--- config.mk ---
export PLATFORM = sky130hd
export DESIGN_NAME = chrono_bcd_lap_flat
export DESIGN_NICKNAME = d
export VERILOG_FILES = /design/src/rtl/chrono_pkg.sv /design/src/rtl/chrono_bcd_lap_if.sv /design/src/rtl/tick_gen.sv /design/src/rtl/chrono_bcd_lap.sv /design/src/flat_wrapper.sv
export SDC_FILE = /design/constraint.sdc
export NUM_CORES = 1
export LEC_CHECK = 0
export ABC_AREA = 1
export CAP_MARGIN = 20
export CELL_PAD_IN_SITES_DETAIL_PLACEMENT = 0
export CELL_PAD_IN_SITES_GLOBAL_PLACEMENT = 1
export CORE_MARGIN = 5
export CORE_UTILIZATION = 46
export CTS_BUF_LIST = sky130_fd_sc_hd__clkbuf_16
export CTS_CLUSTER_SIZE = 14
export DETAILED_ROUTE_END_ITERATION = 10
export DONT_BUFFER_PORTS = 1
export PLACE_DENSITY_LB_ADDON = 0.1
export SETUP_SLACK_MARGIN = 0.4
export SYNTH_ARGS = -nofsm -noshare
export SYNTH_HDL_FRONTEND = slang
export SYNTH_HIERARCHICAL = 1
export SYNTH_SLANG_ARGS = --single-unit
--- constraint.sdc ---
create_clock -name clk -period 2.3 [get_ports clk]
set_input_delay 0.23 -clock clk [delete_from_list [all_inputs] [get_ports clk]]
set_output_delay 0.23 -clock clk [all_outputs]
set_load 0.02 [all_outputs]
--- src/rtl/chrono_pkg.sv ---
// rtl/chrono_pkg.sv - state encoding, digit limits and BCD helpers for the chronometer
package chrono_pkg;

    typedef enum logic [1:0] {
        ST_IDLE  = 2'd0,
        ST_RUN   = 2'd1,
        ST_PAUSE = 2'd2,
        ST_DONE  = 2'd3
    } state_t;

    localparam int BCD_W    = 4;
    localparam int N_DIGITS = 7;
    localparam int MS_MAX   = 999;
    localparam int SEC_MAX  = 59;

    typedef logic [BCD_W-1:0] bcd_t;
    typedef logic [N_DIGITS-1:0][BCD_W-1:0] count_t;

    localparam bcd_t DIGIT_TOP    = bcd_t'(MS_MAX % 10);
    localparam bcd_t SEC_TENS_TOP = bcd_t'(SEC_MAX / 10);

    // One decade of the cascade: returns {carry_or_borrow, next_digit}.
    function automatic logic [BCD_W:0] bcd_step(input bcd_t d, input bcd_t top,
                                                input logic down, input logic en);
        logic [BCD_W:0] r;
        r = {1'b0, d};
        if (en) begin
            if (!down)
                r = (d == top) ? {1'b1, bcd_t'(0)} : {1'b0, d + bcd_t'(1)};
            else
                r = (d == bcd_t'(0)) ? {1'b1, top} : {1'b0, d - bcd_t'(1)};
        end
        return r;
    endfunction

    function automatic logic bcd_ok(input bcd_t d);
        return d <= bcd_t'(9);
    endfunction

endpackage

--- src/rtl/chrono_bcd_lap_if.sv ---
// rtl/chrono_bcd_lap_if.sv - control and display bundle of the chronometer
interface chrono_bcd_lap_if;
    import chrono_pkg::*;

    logic                      start_stop;
    logic                      lap;
    logic                      clear;
    logic                      mode;
    logic                      load;
    logic [7:0]                load_min;
    logic [7:0]                load_sec;
    logic [N_DIGITS*BCD_W-1:0] digits;
    logic                      running;
    logic                      lap_active;
    logic                      done;
    logic                      wrap;

    modport master (
        output start_stop, lap, clear, mode, load, load_min, load_sec,
        input  digits, running, lap_active, done, wrap
    );

    modport slave (
        input  start_stop, lap, clear, mode, load, load_min, load_sec,
        output digits, running, lap_active, done, wrap
    );

endinterface

--- src/rtl/tick_gen.sv ---
// rtl/tick_gen.sv - count-unit prescaler; restarts from zero whenever disabled
module tick_gen #(
    parameter int DIV = 50_000
) (
    input  logic clk,
    input  logic rst,
    input  logic en,
    output logic tick
);
    localparam int W = (DIV > 1) ? $clog2(DIV) : 1;
    localparam logic [W-1:0] LAST = W'(DIV - 1);

    logic [W-1:0] count_q;

    assign tick = en && (count_q == LAST);

    // Holding at zero while disabled gives a full tick period after every resume.
    always_ff @(posedge clk) begin
        if (rst || !en || tick)
            count_q <= '0;
        else
            count_q <= count_q + W'(1);
    end

endmodule

--- src/rtl/chrono_bcd_lap.sv ---
// rtl/chrono_bcd_lap.sv - mm:ss.mmm BCD stopwatch/countdown with lap freeze
module chrono_bcd_lap
    import chrono_pkg::*;
#(
    parameter int CLK_FREQ = 50_000_000,
    parameter int TICK_HZ  = 1000,
    parameter int MAX_MIN  = 59
) (
    input  logic            clk,
    input  logic            rst,
    chrono_bcd_lap_if.slave bus
);
    localparam int   DIV    = CLK_FREQ / TICK_HZ;
    localparam bcd_t MAX_M1 = bcd_t'(MAX_MIN / 10);
    localparam bcd_t MAX_M0 = bcd_t'(MAX_MIN % 10);

    localparam count_t TOPS = {DIGIT_TOP, DIGIT_TOP, SEC_TENS_TOP, DIGIT_TOP,
                               DIGIT_TOP, DIGIT_TOP, DIGIT_TOP};
    localparam count_t COUNT_MAX = {MAX_M1, MAX_M0, SEC_TENS_TOP, DIGIT_TOP,
                                    DIGIT_TOP, DIGIT_TOP, DIGIT_TOP};

    state_t         state_q, state_d;
    count_t         count_q, count_d, stepped, digits_q, digits_d;
    logic           mode_q, mode_d;
    logic           lap_q, lap_d;
    logic           wrap_q, wrap_d;
    logic           tick, tick_en, do_tick;
    logic           at_max, at_floor, load_ok;
    logic           carry;
    logic [BCD_W:0] step_r;

    assign tick_en = (state_q == ST_RUN);

    tick_gen #(.DIV(DIV)) u_tick_gen (
        .clk  (clk),
        .rst  (rst),
        .en   (tick_en),
        .tick (tick)
    );

    // Ripple carry/borrow through the decades, least significant ms digit first.
    always_comb begin
        stepped = count_q;
        carry   = 1'b1;
        step_r  = '0;
        for (int i = 0; i < N_DIGITS; i++) begin
            step_r     = bcd_step(count_q[i], TOPS[i], mode_q, carry);
            stepped[i] = step_r[BCD_W-1:0];
            carry      = step_r[BCD_W];
        end
    end

    assign at_max   = (count_q == COUNT_MAX);
    assign at_floor = (count_q[N_DIGITS-1:1] == '0) && (count_q[0] <= bcd_t'(1));

    // BCD ordering matches numeric ordering once every digit is legal.
    assign load_ok = bcd_ok(bus.load_min[7:4]) && bcd_ok(bus.load_min[3:0])
                  && bcd_ok(bus.load_sec[7:4]) && bcd_ok(bus.load_sec[3:0])
                  && (bus.load_sec[7:4] <= SEC_TENS_TOP)
                  && (bus.load_min <= {MAX_M1, MAX_M0});

    always_comb begin
        state_d  = state_q;
        count_d  = count_q;
        mode_d   = mode_q;
        lap_d    = lap_q;
        wrap_d   = 1'b0;
        do_tick  = tick;
        digits_d = digits_q;

        if (bus.clear) begin
            state_d = ST_IDLE;
            count_d = '0;
            lap_d   = 1'b0;
            do_tick = 1'b0;
        end else if (bus.load) begin
            if (state_q != ST_RUN && load_ok) begin
                count_d = {bus.load_min, bus.load_sec, 12'h000};
                if (state_q == ST_DONE)
                    state_d = ST_PAUSE;
            end
        end else if (bus.start_stop) begin
            case (state_q)
                ST_IDLE: begin
                    mode_d  = bus.mode;
                    state_d = (bus.mode && count_q == '0) ? ST_DONE : ST_RUN;
                end
                ST_RUN: begin
                    state_d = ST_PAUSE;
                    do_tick = 1'b0;
                end
                ST_PAUSE: state_d = ST_RUN;
                default:  state_d = state_q;
            endcase
        end else if (bus.lap && (state_q == ST_RUN || state_q == ST_PAUSE)) begin
            lap_d = !lap_q;
        end

        if (do_tick) begin
            if (!mode_q) begin
                if (at_max) begin
                    count_d = '0;
                    wrap_d  = 1'b1;
                end else begin
                    count_d = stepped;
                end
            end else if (at_floor) begin
                count_d = '0;
                state_d = ST_DONE;
            end else begin
                count_d = stepped;
            end
        end

        if (state_d == ST_DONE)
            lap_d = 1'b0;

        digits_d = lap_d ? digits_q : count_q;
    end

    always_ff @(posedge clk) begin
        if (rst) begin
            state_q  <= ST_IDLE;
            count_q  <= '0;
            mode_q   <= 1'b0;
            lap_q    <= 1'b0;
            wrap_q   <= 1'b0;
            digits_q <= '0;
        end else begin
            state_q  <= state_d;
            count_q  <= count_d;
            mode_q   <= mode_d;
            lap_q    <= lap_d;
            wrap_q   <= wrap_d;
            digits_q <= digits_d;
        end
    end

    assign bus.digits     = digits_q;
    assign bus.running    = (state_q == ST_RUN);
    assign bus.lap_active = lap_q;
    assign bus.done       = (state_q == ST_DONE);
    assign bus.wrap       = wrap_q;

endmodule

--- src/flat_wrapper.sv ---
// flat-port wrapper written by rule: the top's interface ports become plain ports
module chrono_bcd_lap_flat import chrono_pkg::*;
#(
    parameter int CLK_FREQ = 50_000_000,
    parameter int TICK_HZ  = 1000,
    parameter int MAX_MIN  = 59
)
  (clk, rst, bus_start_stop, bus_lap, bus_clear, bus_mode, bus_load, bus_load_min, bus_load_sec, bus_digits, bus_running, bus_lap_active, bus_done, bus_wrap);
  chrono_bcd_lap_if bus_i ();
  input  logic clk;
  input  logic rst;
  input wire logic [$bits(bus_i.start_stop)-1:0] bus_start_stop;
  input wire logic [$bits(bus_i.lap)-1:0] bus_lap;
  input wire logic [$bits(bus_i.clear)-1:0] bus_clear;
  input wire logic [$bits(bus_i.mode)-1:0] bus_mode;
  input wire logic [$bits(bus_i.load)-1:0] bus_load;
  input wire logic [$bits(bus_i.load_min)-1:0] bus_load_min;
  input wire logic [$bits(bus_i.load_sec)-1:0] bus_load_sec;
  output wire logic [$bits(bus_i.digits)-1:0] bus_digits;
  output wire logic [$bits(bus_i.running)-1:0] bus_running;
  output wire logic [$bits(bus_i.lap_active)-1:0] bus_lap_active;
  output wire logic [$bits(bus_i.done)-1:0] bus_done;
  output wire logic [$bits(bus_i.wrap)-1:0] bus_wrap;
  assign bus_i.start_stop = bus_start_stop;
  assign bus_i.lap = bus_lap;
  assign bus_i.clear = bus_clear;
  assign bus_i.mode = bus_mode;
  assign bus_i.load = bus_load;
  assign bus_i.load_min = bus_load_min;
  assign bus_i.load_sec = bus_load_sec;
  assign bus_digits = bus_i.digits;
  assign bus_running = bus_i.running;
  assign bus_lap_active = bus_i.lap_active;
  assign bus_done = bus_i.done;
  assign bus_wrap = bus_i.wrap;
  chrono_bcd_lap #(.CLK_FREQ(CLK_FREQ), .TICK_HZ(TICK_HZ), .MAX_MIN(MAX_MIN)) u_core (.clk(clk), .rst(rst), .bus(bus_i));
endmodule
==> results.yml <==
global_route:
  grt_max_degree: 43
  grt_pass1_vias: 4905
  track_usage_pct: 22.2
  grt_overflow: 0
  grt_pass1_wl_um: 23600
  met2_usage_pct: 39.0
  use_met3_pct: 4.02
  antenna_found_initial: 0
  grtUsageMet1_pct: 26.5
  grt_busiest_layer: "met2"
sta:
  skew_ps: 6.83
  hold-worst-slack_ps: 69.9
  finalCritPeriodShare_pct: 85.4
  max_freq_mhz: 509
  hold_violations: 0
  rsz0062_at_grt: "yes"
  fin_setup_tns_ps: 0
  period_minus_slack_ps: 1960
  worst_slew_pin_slew_ps: 817
  setup_ws_ps: 337
  finalSetupViolations: 0
  worst_slew_margin_rel_pct: 45.3
  maxSlewViolCount: 0
place:
  dp.cells: 919
  port-buffer-count: 0
  dp_slack_ps: 171
  dp.final_hpwl_um: 10300
  gp_congestion: 0.867
synthesis:
  yosys_warnings: 6
  yosys.area.top_type: "dfxtp_1"
  synth.area.top_cells: "dfxtp_1, nand2_1, a21oi_1"
  yosysUniqueCellTypes: 40
  mappedNetlistArea_mm2: 0.00517
  synth_enable_flop_cells: 0
  syn-num-nets: 827
  synth_ff_type: "dfxtp_1"
  netlist.area_leader.share_pct: 29.8
  synthArstFlopShare_pct: 0
  ys_seq_elements: 77
  syn-mean-instance-area_um2: 6.50
  seq_area_frac_synth_pct: 29.8
  synth_cells: 795
finish:
  area_growth_pct: 22.7
  n_antenna_cell: 0
  fin_nets: 852
  fillers: 1050
  layoutNonFillerInstCount: 965
  drive_gt1_share_pct: 25.2
setup_path:
  path_max_fanout: 12
  worst_ep_required_time_ps: 2540
  rrSetupSlack_ps: 340
  start_kind: "flop"
  worstSetupPathType: "flop to flop"
  r2r.worst_path.cells: 11
  arrival_ps: 2200
  reg2reg_to: "u_core/bus.digits[16]"
  startpoint: "u_core/count_q[24]"
  crit_path_end_kind: "flop"
  timing.rr.start: "u_core/count_q[24]"
  crit_end: "u_core/bus.digits[16]"
outcome:
  status: "complete, no violations"
routing:
  wire_per_inst_um: 15.6
  drcViolationCount: 0
  vias: 5180
  via_per_inst: 5.37
  wl_um: 15000
  drt.antenna.violating_nets: 0
  first_iter_violations: 349
  dr.pass1.iters: 6
cts:
  clock_latency_ps: 350
  cts_buffers: 9
  clk_pin_slew_worst_paths_ps: 60
  clockRootBuffer: "clkbuf_16"
  cts_tree: "done"
  cts-htree-levels: 3
  cts_num_sinks: 77
  cts_buffer_depth: 2
pwr:
  p_per_area_mw_per_mm2: 502
  p_total_uw: 3190
  peakVddDrop_mv: 0.322
  power.leakage_uw: 0.00253
job:
  drv_cap: 0
min_path:
  min-delay-path-class: "primary input to flop"
  min_path_cells: 3
floorplan:
  ios: 55
  start_util_pct: 47.3
  chipWidth_um: 116
  core-area_mm2: 0.0109
  rows: 38
  die_area_mm2: 0.0135
  die_y_um: 116
==> logic make-up (layout without fill, tap and decap cells) <==
| logic type | Yosys count | after routing | synth area share, % |
|---|---|---|---|
| buf+inv | 142 | 172 | 12.4 |
| simple gates | 399 | 399 | 37.2 |
| fa+ha+maj | 9 | 9 | 2.18 |
| flops | 77 | 77 | 29.8 |
| compound gates | 156 | 156 | 16.4 |
| xor+xnor | 12 | 12 | 2.03 |
==> sequential cells by signal (all words and copies together) (netlist names) <==
signal and flops:
u_core/bus.digits 28, u_core/u_tick_gen/count_q 16, u_core/bus.wrap 1, u_core/state_q 2, u_core/mode_q 1, u_core/bus.lap_active 1, u_core/count_q 28
==> Yosys cell counts (all sizes together) (4+ instances only) <==
| cell | count |
|---|---|
| ha | 9 |
| a31oi | 6 |
| o211ai | 10 |
| buf | 25 |
| a21oi | 73 |
| nand2 | 196 |
| clkbuf | 13 |
| nor2 | 112 |
| dfxtp | 77 |
| nand3 | 72 |
| inv | 102 |
| o21ai | 56 |
| xor2 | 7 |
| nor3 | 4 |
| xnor2 | 5 |
| nand4 | 13 |
| o21bai | 4 |
==> per-layer routing <==
layer,up-vias,wire (µm)
met1,2407,6320
met3,24,617
li1,2627,-
met4,0,340
met5,-,0
met2,122,7740
==> cell usage in the layout (no fill, tap or decap), types with 14 or more instances in the layout <==
master / Yosys / final
a21oi_1: 73 / 53
nand3_1: 56 / 42
o21ai_0: 50 / 48
inv_1: 92 / 87
nor2_4: 10 / 14
dfxtp_1: 77 / 63
nand2_2: 14 / 21
a21oi_2: 0 / 20
nand2_1: 180 / 167
nor2_1: 91 / 86
buf_4: 0 / 32
nand3_2: 14 / 24
==> power breakdown <==
group | switching (µW) | internal (µW) | leakage [µW]
clock | 569 | 825 | 0.000147
sequential | 51.9 | 1360 | 0.000633
combinational | 239 | 144 | 0.00175
total | 860 | 2330 | 0.00253
==> stage by stage <==
step,utilization [%],cell area (µm²)
after global routing,58.0,6340
final,58.0,6340
after global placement,48.7,5320
after CTS,54.2,5920
after floorplan,-,5200
after detailed placement,48.7,5320
==> layout make-up <==
type	count	area [µm²]	share of cell area, %
Clock inverter	7	58.8	0.927
Timing Repair Buffer	52	584	9.21
Clock buffer	9	225	3.55
Inverter	104	403	6.35
Tap cell	140	175	2.76
Sequential cell	77	1570	24.7
Multi-Input combinational cell	576	3330	52.5
==> repair_timing <==
action                                 4_1_cts  5_1_grt
hold buffers                                 1        0
cloned                                       1        3
buffers inserted                            16        9
gates resized for setup                     37       75
endpoints found under the hold margin       18        0
setup endpoints to repair                   52       57
pin swaps                                   12       19
==> worst max-delay path: stages (launching register included) <==
cell and delay, ps:
dfxtp_1 470, nor2_8 210, nand3_4 110, nor2_4 140, nand2_2 70, o21ai_1 130, nand2_1 110, nand2_4 100
nand2_8 110, clkbuf_16 190, a21oi_1 140, nor2_1 60
==> worst min-delay path by stage <==
stage / startpoint / end / slack [ps]
2_1_floorplan: u_core/u_tick_gen/count_q[0] / u_core/u_tick_gen/count_q[0] / 410
3_3_place_gp: rst / u_core/count_q[27] / 300
3_5_place_dp: rst / u_core/count_q[1] / 310
4_1_cts: rst / u_core/mode_q / 60
5_1_grt: rst / u_core/mode_q / 90
6_report: rst / u_core/mode_q / 70
Note: power is estimated with default switching activity, not from simulation.
